==> src/rtl/spinner_arb.sv <==
// spinner_arb: three requesters (spinner 1, spinner 2, step buttons) share one
// 10-bit position accumulator through a round-robin arbiter, one grant per clock.
// Optional build macro SPINNER_CLAMP_EN: saturate the accumulator to 0..1023
// instead of letting it wrap modulo 1024.

module spinner_arb #(
  parameter int INC_NORMAL  = 20,
  parameter int INC_FAST    = 27,
  parameter int INC_SPINNER = 20
) (
  input  logic       clk,
  input  logic       reset,
  input  logic [8:0] spin1_in,
  input  logic [8:0] spin2_in,
  input  logic       minus,
  input  logic       plus,
  input  logic       fast,
  input  logic       strobe,
  output logic [7:0] spin_out,
  output logic       busy
);

  // Requester identifiers double as the round-robin "last granted" pointer.
  typedef enum logic [1:0] {
    SRC_S1 = 2'd0,
    SRC_S2 = 2'd1,
    SRC_B  = 2'd2
  } src_e;

  // Edge-detect copies and the armed flag that suppresses events right after reset.
  logic       armed_q, armed_d;
  logic       spin1_tog_q, spin1_tog_d;
  logic       spin2_tog_q, spin2_tog_d;
  logic       strobe_q, strobe_d;

  // Per-requester hold registers and pending flags (index 0=S1, 1=S2, 2=B).
  logic signed [15:0] hold_q [0:2];
  logic signed [15:0] hold_d [0:2];
  logic [2:0]         pend_q, pend_d;

  // Shared accumulator and arbitration pointer.
  logic [9:0] acc_q, acc_d;
  src_e       last_q, last_d;

  // Event strobes and their deltas.
  logic [2:0]         ev;
  logic signed [15:0] delta [0:2];
  logic signed [15:0] b_inc;

  // Arbitration result.
  logic       grant_vld;
  src_e       grant_src;
  logic [2:0] grant_oh;

  // Saturating signed 16-bit add used when a new event lands on an unserved request.
  function automatic logic signed [15:0] sat_add(input logic signed [15:0] a,
                                                 input logic signed [15:0] b);
    logic signed [16:0] s;
    s = {a[15], a} + {b[15], b};
    if (s[16] != s[15]) begin
      return s[16] ? 16'sh8000 : 16'sh7fff;
    end
    return s[15:0];
  endfunction

  // Spinner deltas are the signed sample scaled by INC_SPINNER; button delta
  // picks the step size from fast and the sign from plus/minus.
  always_comb begin
    delta[0] = 16'(signed'(spin1_in[7:0]) * INC_SPINNER);
    delta[1] = 16'(signed'(spin2_in[7:0]) * INC_SPINNER);
    b_inc    = fast ? 16'(INC_FAST) : 16'(INC_NORMAL);
    delta[2] = plus ? b_inc : -b_inc;
  end

  // Events fire on a toggle of bit 8 or a strobe rising edge with exactly one
  // of plus/minus set, but only once the detectors have been armed.
  always_comb begin
    ev[0] = armed_q & (spin1_in[8] ^ spin1_tog_q);
    ev[1] = armed_q & (spin2_in[8] ^ spin2_tog_q);
    ev[2] = armed_q & strobe & ~strobe_q & (plus ^ minus);
  end

  // Round-robin grant: search starts with the requester after the last one served.
  always_comb begin
    grant_vld = 1'b0;
    grant_src = SRC_S1;
    unique case (last_q)
      SRC_S1: begin
        if (pend_q[1])      begin grant_vld = 1'b1; grant_src = SRC_S2; end
        else if (pend_q[2]) begin grant_vld = 1'b1; grant_src = SRC_B;  end
        else if (pend_q[0]) begin grant_vld = 1'b1; grant_src = SRC_S1; end
      end
      SRC_S2: begin
        if (pend_q[2])      begin grant_vld = 1'b1; grant_src = SRC_B;  end
        else if (pend_q[0]) begin grant_vld = 1'b1; grant_src = SRC_S1; end
        else if (pend_q[1]) begin grant_vld = 1'b1; grant_src = SRC_S2; end
      end
      default: begin
        if (pend_q[0])      begin grant_vld = 1'b1; grant_src = SRC_S1; end
        else if (pend_q[1]) begin grant_vld = 1'b1; grant_src = SRC_S2; end
        else if (pend_q[2]) begin grant_vld = 1'b1; grant_src = SRC_B;  end
      end
    endcase
    grant_oh = 3'b000;
    if (grant_vld) begin
      grant_oh[grant_src] = 1'b1;
    end
  end

  // Hold/pending update: a new event either starts a request, coalesces into an
  // unserved one, or replaces a value that is being consumed this very cycle.
  always_comb begin
    for (int i = 0; i < 3; i++) begin
      hold_d[i] = hold_q[i];
      pend_d[i] = pend_q[i];
      if (ev[i]) begin
        if (pend_q[i] && !grant_oh[i]) begin
          hold_d[i] = sat_add(hold_q[i], delta[i]);
        end else begin
          hold_d[i] = delta[i];
        end
        pend_d[i] = 1'b1;
      end else if (grant_oh[i]) begin
        pend_d[i] = 1'b0;
      end
    end
  end

`ifdef SPINNER_CLAMP_EN
  logic signed [15:0] grant_val;
  logic signed [16:0] acc_sum;

  // Clamped build: full-width signed sum, saturated to the accumulator range.
  always_comb begin
    unique case (grant_src)
      SRC_S1:  grant_val = hold_q[0];
      SRC_S2:  grant_val = hold_q[1];
      default: grant_val = hold_q[2];
    endcase
    acc_sum = $signed({7'b0, acc_q}) + $signed({grant_val[15], grant_val});
    acc_d   = acc_q;
    if (grant_vld) begin
      if (acc_sum < 0) begin
        acc_d = 10'd0;
      end else if (acc_sum > 17'sd1023) begin
        acc_d = 10'd1023;
      end else begin
        acc_d = acc_sum[9:0];
      end
    end
  end
`else
  logic [9:0] grant_lo;

  // Wrapping build: only the low ten bits of the delta matter modulo 1024.
  always_comb begin
    unique case (grant_src)
      SRC_S1:  grant_lo = hold_q[0][9:0];
      SRC_S2:  grant_lo = hold_q[1][9:0];
      default: grant_lo = hold_q[2][9:0];
    endcase
    acc_d = acc_q;
    if (grant_vld) begin
      acc_d = acc_q + grant_lo;
    end
  end
`endif

  // Next-state for the detectors and pointer; detectors simply track their inputs.
  always_comb begin
    armed_d     = 1'b1;
    spin1_tog_d = spin1_in[8];
    spin2_tog_d = spin2_in[8];
    strobe_d    = strobe;
    last_d      = grant_vld ? grant_src : last_q;
  end

  // All state; reset drops every request and points the arbiter at B so S1 leads.
  always_ff @(posedge clk or posedge reset) begin
    if (reset) begin
      armed_q     <= 1'b0;
      spin1_tog_q <= 1'b0;
      spin2_tog_q <= 1'b0;
      strobe_q    <= 1'b0;
      pend_q      <= 3'b000;
      acc_q       <= 10'd0;
      last_q      <= SRC_B;
      for (int i = 0; i < 3; i++) begin
        hold_q[i] <= 16'sd0;
      end
    end else begin
      armed_q     <= armed_d;
      spin1_tog_q <= spin1_tog_d;
      spin2_tog_q <= spin2_tog_d;
      strobe_q    <= strobe_d;
      pend_q      <= pend_d;
      acc_q       <= acc_d;
      last_q      <= last_d;
      for (int i = 0; i < 3; i++) begin
        hold_q[i] <= hold_d[i];
      end
    end
  end

  assign spin_out = acc_q[9:2];
  assign busy     = |pend_q;

endmodule

==> config.mk <==
export PLATFORM = sky130hd
export DESIGN_NAME = spinner_arb
export DESIGN_NICKNAME = d
export VERILOG_FILES = /design/src/rtl/spinner_arb.sv
export SDC_FILE = /design/constraint.sdc
export NUM_CORES = 1
export LEC_CHECK = 0
export ABC_AREA = 1
export BUFFER_PORTS_ARGS = -buffer_cell sky130_fd_sc_hd__clkbuf_2
export CORE_AREA = 5 5 203 127
export CTS_BUF_LIST = sky130_fd_sc_hd__clkbuf_4 sky130_fd_sc_hd__clkbuf_8
export DETAILED_ROUTE_END_ITERATION = 16
export DIE_AREA = 0 0 208 132
export GPL_ROUTABILITY_DRIVEN = 0
export PLACE_DENSITY = 0.45
export REMOVE_ABC_BUFFERS = 1
export SYNTH_ARGS = -nofsm -noshare
export SYNTH_HDL_FRONTEND = slang
export SYNTH_SLANG_ARGS = --single-unit
==> constraint.sdc <==
create_clock -name clk -period 6.1 [get_ports clk]
set_clock_uncertainty 0.2 [all_clocks]
set_input_delay 1.22 -clock clk [delete_from_list [all_inputs] [get_ports clk]]
set_output_delay 1.22 -clock clk [all_outputs]
set_load 0.05 [all_outputs]
---- After elaboration in Yosys (flattened, before gate mapping) ----
Index checks and enable logic that the tools add are counted.
storage, ports and cells
  register bits after elaboration ......... 67
  word-level logic and storage cells ...... 98
  input bits .............................. 24
  output and inout port bits .............. 9
cells by class
  add/subtract/negate cells ............... 5
  multiply operators ...................... 2
  order comparisons ....................... 2
  bitwise logic cells ..................... 9
  equal/unequal tests ..................... 5
  reductions and logical operators ........ 13
  muxes and demuxes ....................... 50
operators with widths
  operator                                                    count
  two-way mux 16 bit                                          13
  adder 16 x 14 -> 17 bit                                     2
  two-way mux 1 bit                                           27
  multiplier 8 x 4 -> 12 bit, second input constant           2
  case mux 10 bit (2 select lines)                            1
  adder 16 x 16 -> 17 bit                                     1
  negation 5 -> 16 bit                                        1
  adder 10 bit                                                1
  two-way mux 2 bit                                           4
  nonzero test 2 bit                                          3
  AND 1 bit                                                   5
  == test 2 x 1 -> 1 bit, second input constant               2
  logical AND 1 bit                                           4
  zero test 2 bit                                             2
  two-way mux 4 bit                                           1
  case mux 2 bit (2 select lines)                             1
  zero test 1 bit                                             3
  less-than comparator 2 x 3 -> 1 bit, second input constant  1
  two-way mux 3 bit                                           1
  != test 1 bit                                               3
  OR reduction 3 bit                                          1
  bitwise XOR 1 bit                                           3
  demux 1 bit (select 2 bit)                                  1
  >= comparator 2 x 1 -> 1 bit, second input constant         1
  2 further kinds                                             2

---- Depth between registers and ports, before layout ----
  word-level depth ........................ 15
  depth in mapped cells ................... 27
  depth with buffers taken out ............ 27

---- Worst setup path after synthesis ----
No wires, ideal clock.
  kind .................................... input to register
  start point ............................. input port spin1_in[1]
  end point ............................... register hold_q[45] in the netlist's numbering
  arrival ................................. 4.139 ns
  setup slack ............................. 1.644 ns
  setup time .............................. 0.117 ns
  buffers on the path ..................... 0
  stages .................................. 24
  cells stage by stage .................... ha_1 ha_1 fa_1 nand3_1 nand3_1 nand4_1 nand2_1 xnor2_1 inv_1 ha_1 nand2_1 inv_1 nand2_1 nand2_1 a21oi_2 nand2_1 nand2_1 nand2_1 nand2_2 nand2_4 nand2_1 nand2_1 nor2_1 nor2_1
on the way
  cells in the longest elaborated chain, start to end .. 8
  elaborated cells between the ends (all ways) .. 10
  classes of those cells .................. add/sub: 1; mul: 1; eq/ne: 1; mux: 7
ends and longest elaborated chain
  element                          RTL line  text
  from (decl)                      13        input logic [8:0] spin1_in,
  multiplier 8 x 4 -> 12 bit (*)   69        delta[0] = 16'(signed'(spin1_in[7:0]) * INC_SPINNER);
  adder 16 x 14 -> 17 bit          59        s = {a[15], a} + {b[15], b};
  != test 1 bit                    60        if (s[16] != s[15]) begin
  two-way mux 1 bit                60
  two-way mux 1 bit                117       if (pend_q[i] && !grant_oh[i]) begin
  two-way mux 1 bit                116       if (ev[i]) begin
  two-way mux 16 bit               63        return s[15:0];
  two-way mux 16 bit (*)           117
  to (signal, indexed assignment)  200       hold_q[i] <= hold_d[i];
  to (decl)                        37        logic signed [15:0] hold_q [0:2];
Mark *: on every way between the ends. The rest lies on a longest branch, timed or not. The select of a mux whose other input is x is not followed.
A chain may end at the register's enable or synchronous reset.

---- Worst setup path in the final report ----
Ends and elaborated chain as after synthesis.

==> metrics.csv <==
stage,metric,value,unit
hold_path,hp-start,hold_q[10],
sta,timing.final.crit_share,0.800,
route,vias_per_cell,4.66,
worst_setup_path,crit_top_cell,nand2_1,
place,io_buffers,32,
sta,final.setup.tns,0,ps
sta,worst_pin_slew,983,ps
route,ant_nets,0,
hold_path,hold_path_end,hold_q[10],
sta,period_needed,4880,ps
yosys,synth_area_leaders,"dfrtp_1 23%, nand2_1 19%, ha_1 15%",
worst_setup_path,rrSetupSlack,2720,ps
route,drcViolationCount,0,
grt,grt_use_total,0.145,
hold_path,hp-class,reg2reg,
finish,final_nets,1183,
clock_tree,cts_sinks,65,
floorplanning,fp.dieW,208,µm
power,leakagePower,4.06,nW
yosys,yosysTopAreaCell,dfrtp_1,
floorplanning,start_util,0.295,
run,drv_cap,0,
yosys,yosysSeqAreaShare,0.233,
sta,final_max_slew_viol_count,0,
route,first_pass_iters,5,
power,p_total,4.67,mW
clock_tree,ctsResizeCount,0,
clock_tree,clk-insertion-delay-late,360,ps
yosys,synth_cells,1045,
sta,max_freq,0.205,GHz
yosys,syn_area_per_cell,6.67,µm²
power,powerDensity,613,nW/µm²
worst_setup_path,critPathLaunchType,primary input,
clock_tree,ctsHtreeMaxLevel,3,
sta,rsz0062_at_grt,no,
worst_setup_path,path_class,in2reg,
worst_setup_path,required,6150,ps
floorplanning,io_pins,33,
route,dr.first_iter.drc_count,468,
worst_setup_path,cp_slowest_stage_delay,420,ps
floorplanning,num_rows,44,
sta,hold_viol,0,
sta,slew_headroom,0.343,
route,drt-total-wl,20100,µm
grt,overflow,0,
clock_tree,cts_buffers,9,
sta,setup_viol,0,
worst_setup_path,slowest_stage,fa_1,
hold_path,worstHoldPathCells,2,
clock_tree,post-cts-setup-buffer-count,0,
finish,antenna_cells,0,
finish,drive_gt1_frac,0.0894,
yosys,syn_area,6970,µm²
floorplanning,die_height,132,µm
yosys,yosysWarnings,0,
worst_setup_path,crit_fanout,7,
route,wl_per_cell,14.4,µm
yosys,ys_ff_latch,65,
place,dp_hpwl,16200,µm
clock_tree,clk_pin_slew_worst_paths,80,ps
outcome,outcome,"complete, no violations",
floorplanning,core_area,23700,µm²
yosys,synth_top_cell_area_share,0.230,
finish,area_delta_synth_final,9.22,%
grt,grt_pass1_vias,5774,
worst_setup_path,reg2reg_to,acc_q[6],
clock_tree,root_buffer,clkbuf_8,
yosys,synth.distinct_cells,44,
worst_setup_path,reg2reg_from,last_q[1],
clock_tree,cts_hold_buf,0,
worst_setup_path,reg2regPathDepth,18,
worst_setup_path,cp.arrival,4930,ps
grt,grt_max_degree,46,
route,vias,6501,
grt,grt_pass1_wl,32300,µm
grt,antenna_found_initial,0,
power,max-vdd-ir-drop,0.186,mV
clock_tree,clockBufferDepth,2,
floorplanning,die_area,27500,µm²
worst_setup_path,end_kind,register,
clock_tree,cts_tree,done,
-- worst max path at each step --
| stage | slack, ps | to | depth (start not counted) | from |
|---|---|---|---|---|
| after floorplan | 1620 | hold_q[45] | 24 | spin1_in[1] |
| after global placement | 990 | hold_q[16] | 24 | spin2_in[3] |
| after detailed placement | 850 | hold_q[45] | 25 | spin1_in[1] |
| after global routing | 910 | hold_q[41] | 24 | spin1_in[1] |
| after CTS | 1260 | hold_q[45] | 25 | spin1_in[1] |
| final | 1220 | hold_q[45] | 25 | spin1_in[1] |
-- cell usage after synthesis (all sizes together) --
master / instances
clkinv: 2
nor3: 8
dfrtp: 64
o22ai: 8
a31oi: 7
xor2: 27
o21bai: 5
inv: 113
or2: 5
nand2: 356
a211oi: 1
nand3b: 2
xnor2: 15
a22oi: 1
clkbuf: 7
buf: 15
dfstp: 1
nor2: 91
o21ai: 58
fa: 6
a21o: 5
o31ai: 1
ha: 84
and2: 3
conb: 1
nand3: 66
a21oi: 76
nand4: 13
o21a: 4
-- registers in the layout, summed over array words and instances, names as in the netlist --
name         cells
hold_q          46
acc_q           10
armed_q          1
spin2_tog_q      1
strobe_q         1
last_q           2
pend_q           3
spin1_tog_q      1
-- area by class of cell --
| cell class | instances | area (µm²) |
|---|---|---|
| Inverter | 115 | 432 |
| Timing Repair Buffer | 35 | 183 |
| Tap cell | 322 | 403 |
| Clock inverter | 3 | 40.0 |
| Multi-Input combinational cell | 843 | 4770 |
| Fill cell | 2639 | 16100 |
| Sequential cell | 65 | 1630 |
| Clock buffer | 13 | 160 |
-- report_power, final --
group | switching, mW | total (mW) | internal, mW
Clock | 0.182 | 0.395 | 0.213
Combinational | 2.24 | 3.42 | 1.18
Sequential | 0.208 | 0.852 | 0.644
-- through the flow --
| step | instance area [µm²] | cells | setup slack [ps] | hold WS (ps) | util |
|---|---|---|---|---|---|
| 4_1_cts | 7610 | 1396 | 1260 | 296 | 0.322 |
| 2_1_floorplan | 6820 | 1023 | 1620 | 242 | - |
| 5_1_grt | 7610 | 1396 | 915 | 315 | 0.322 |
| 3_3_place_gp | 7410 | 1380 | 985 | 275 | 0.313 |
| 6_report | 7610 | 1396 | 1220 | 292 | 0.322 |
| 3_5_place_dp | 7410 | 1380 | 852 | 276 | 0.313 |
-- critical path, delay by kind of cell --
kind,cells,cell delay [ps]
buf+inv,3,360
fa+ha+maj,4,1320
simple gates,16,1560
compound gates,1,180
xor+xnor,1,290
-- layer usage --
metal  GRT usage  vias to the layer above  share of wire
li1            -                     3454              -
met1       0.251                     2894           0.60
met2       0.170                      143           0.34
met3      0.0366                       10          0.055
met4      0.0233                        0         0.0071
met5           0                        -              0
-- layout by cell type (no fill, tap or decap), types with 6 or more instances in the layout --
cell and count:
xor2_1 27, fa_1 6, nand4_1 13, o22ai_1 8
o21ai_1 18, nand3_2 6, inv_2 12, nand3_1 59
a31oi_1 7, xnor2_1 15, clkbuf_2 32, o21ai_0 40
nand2_1 347, a21oi_1 71, inv_1 101, nand2_2 8
dfrtp_1 64, nor2_1 87, ha_1 84, clkbuf_8 10
-- kinds of logic (layout without fill, tap and decap cells) --
family | after synthesis | after routing | share of synthesized area
AOI/OAI and AO/OA | 166 | 166 | 0.133
xor gates and xnor gates | 42 | 42 | 0.0528
adders and majority gates | 90 | 90 | 0.168
buffers and inverters | 137 | 166 | 0.0831
DFF | 65 | 65 | 0.233
other | 1 | 1 | 0.000538
and+or+nand+nor | 544 | 544 | 0.329
No activity file was read; power rests on OpenSTA's default activity.
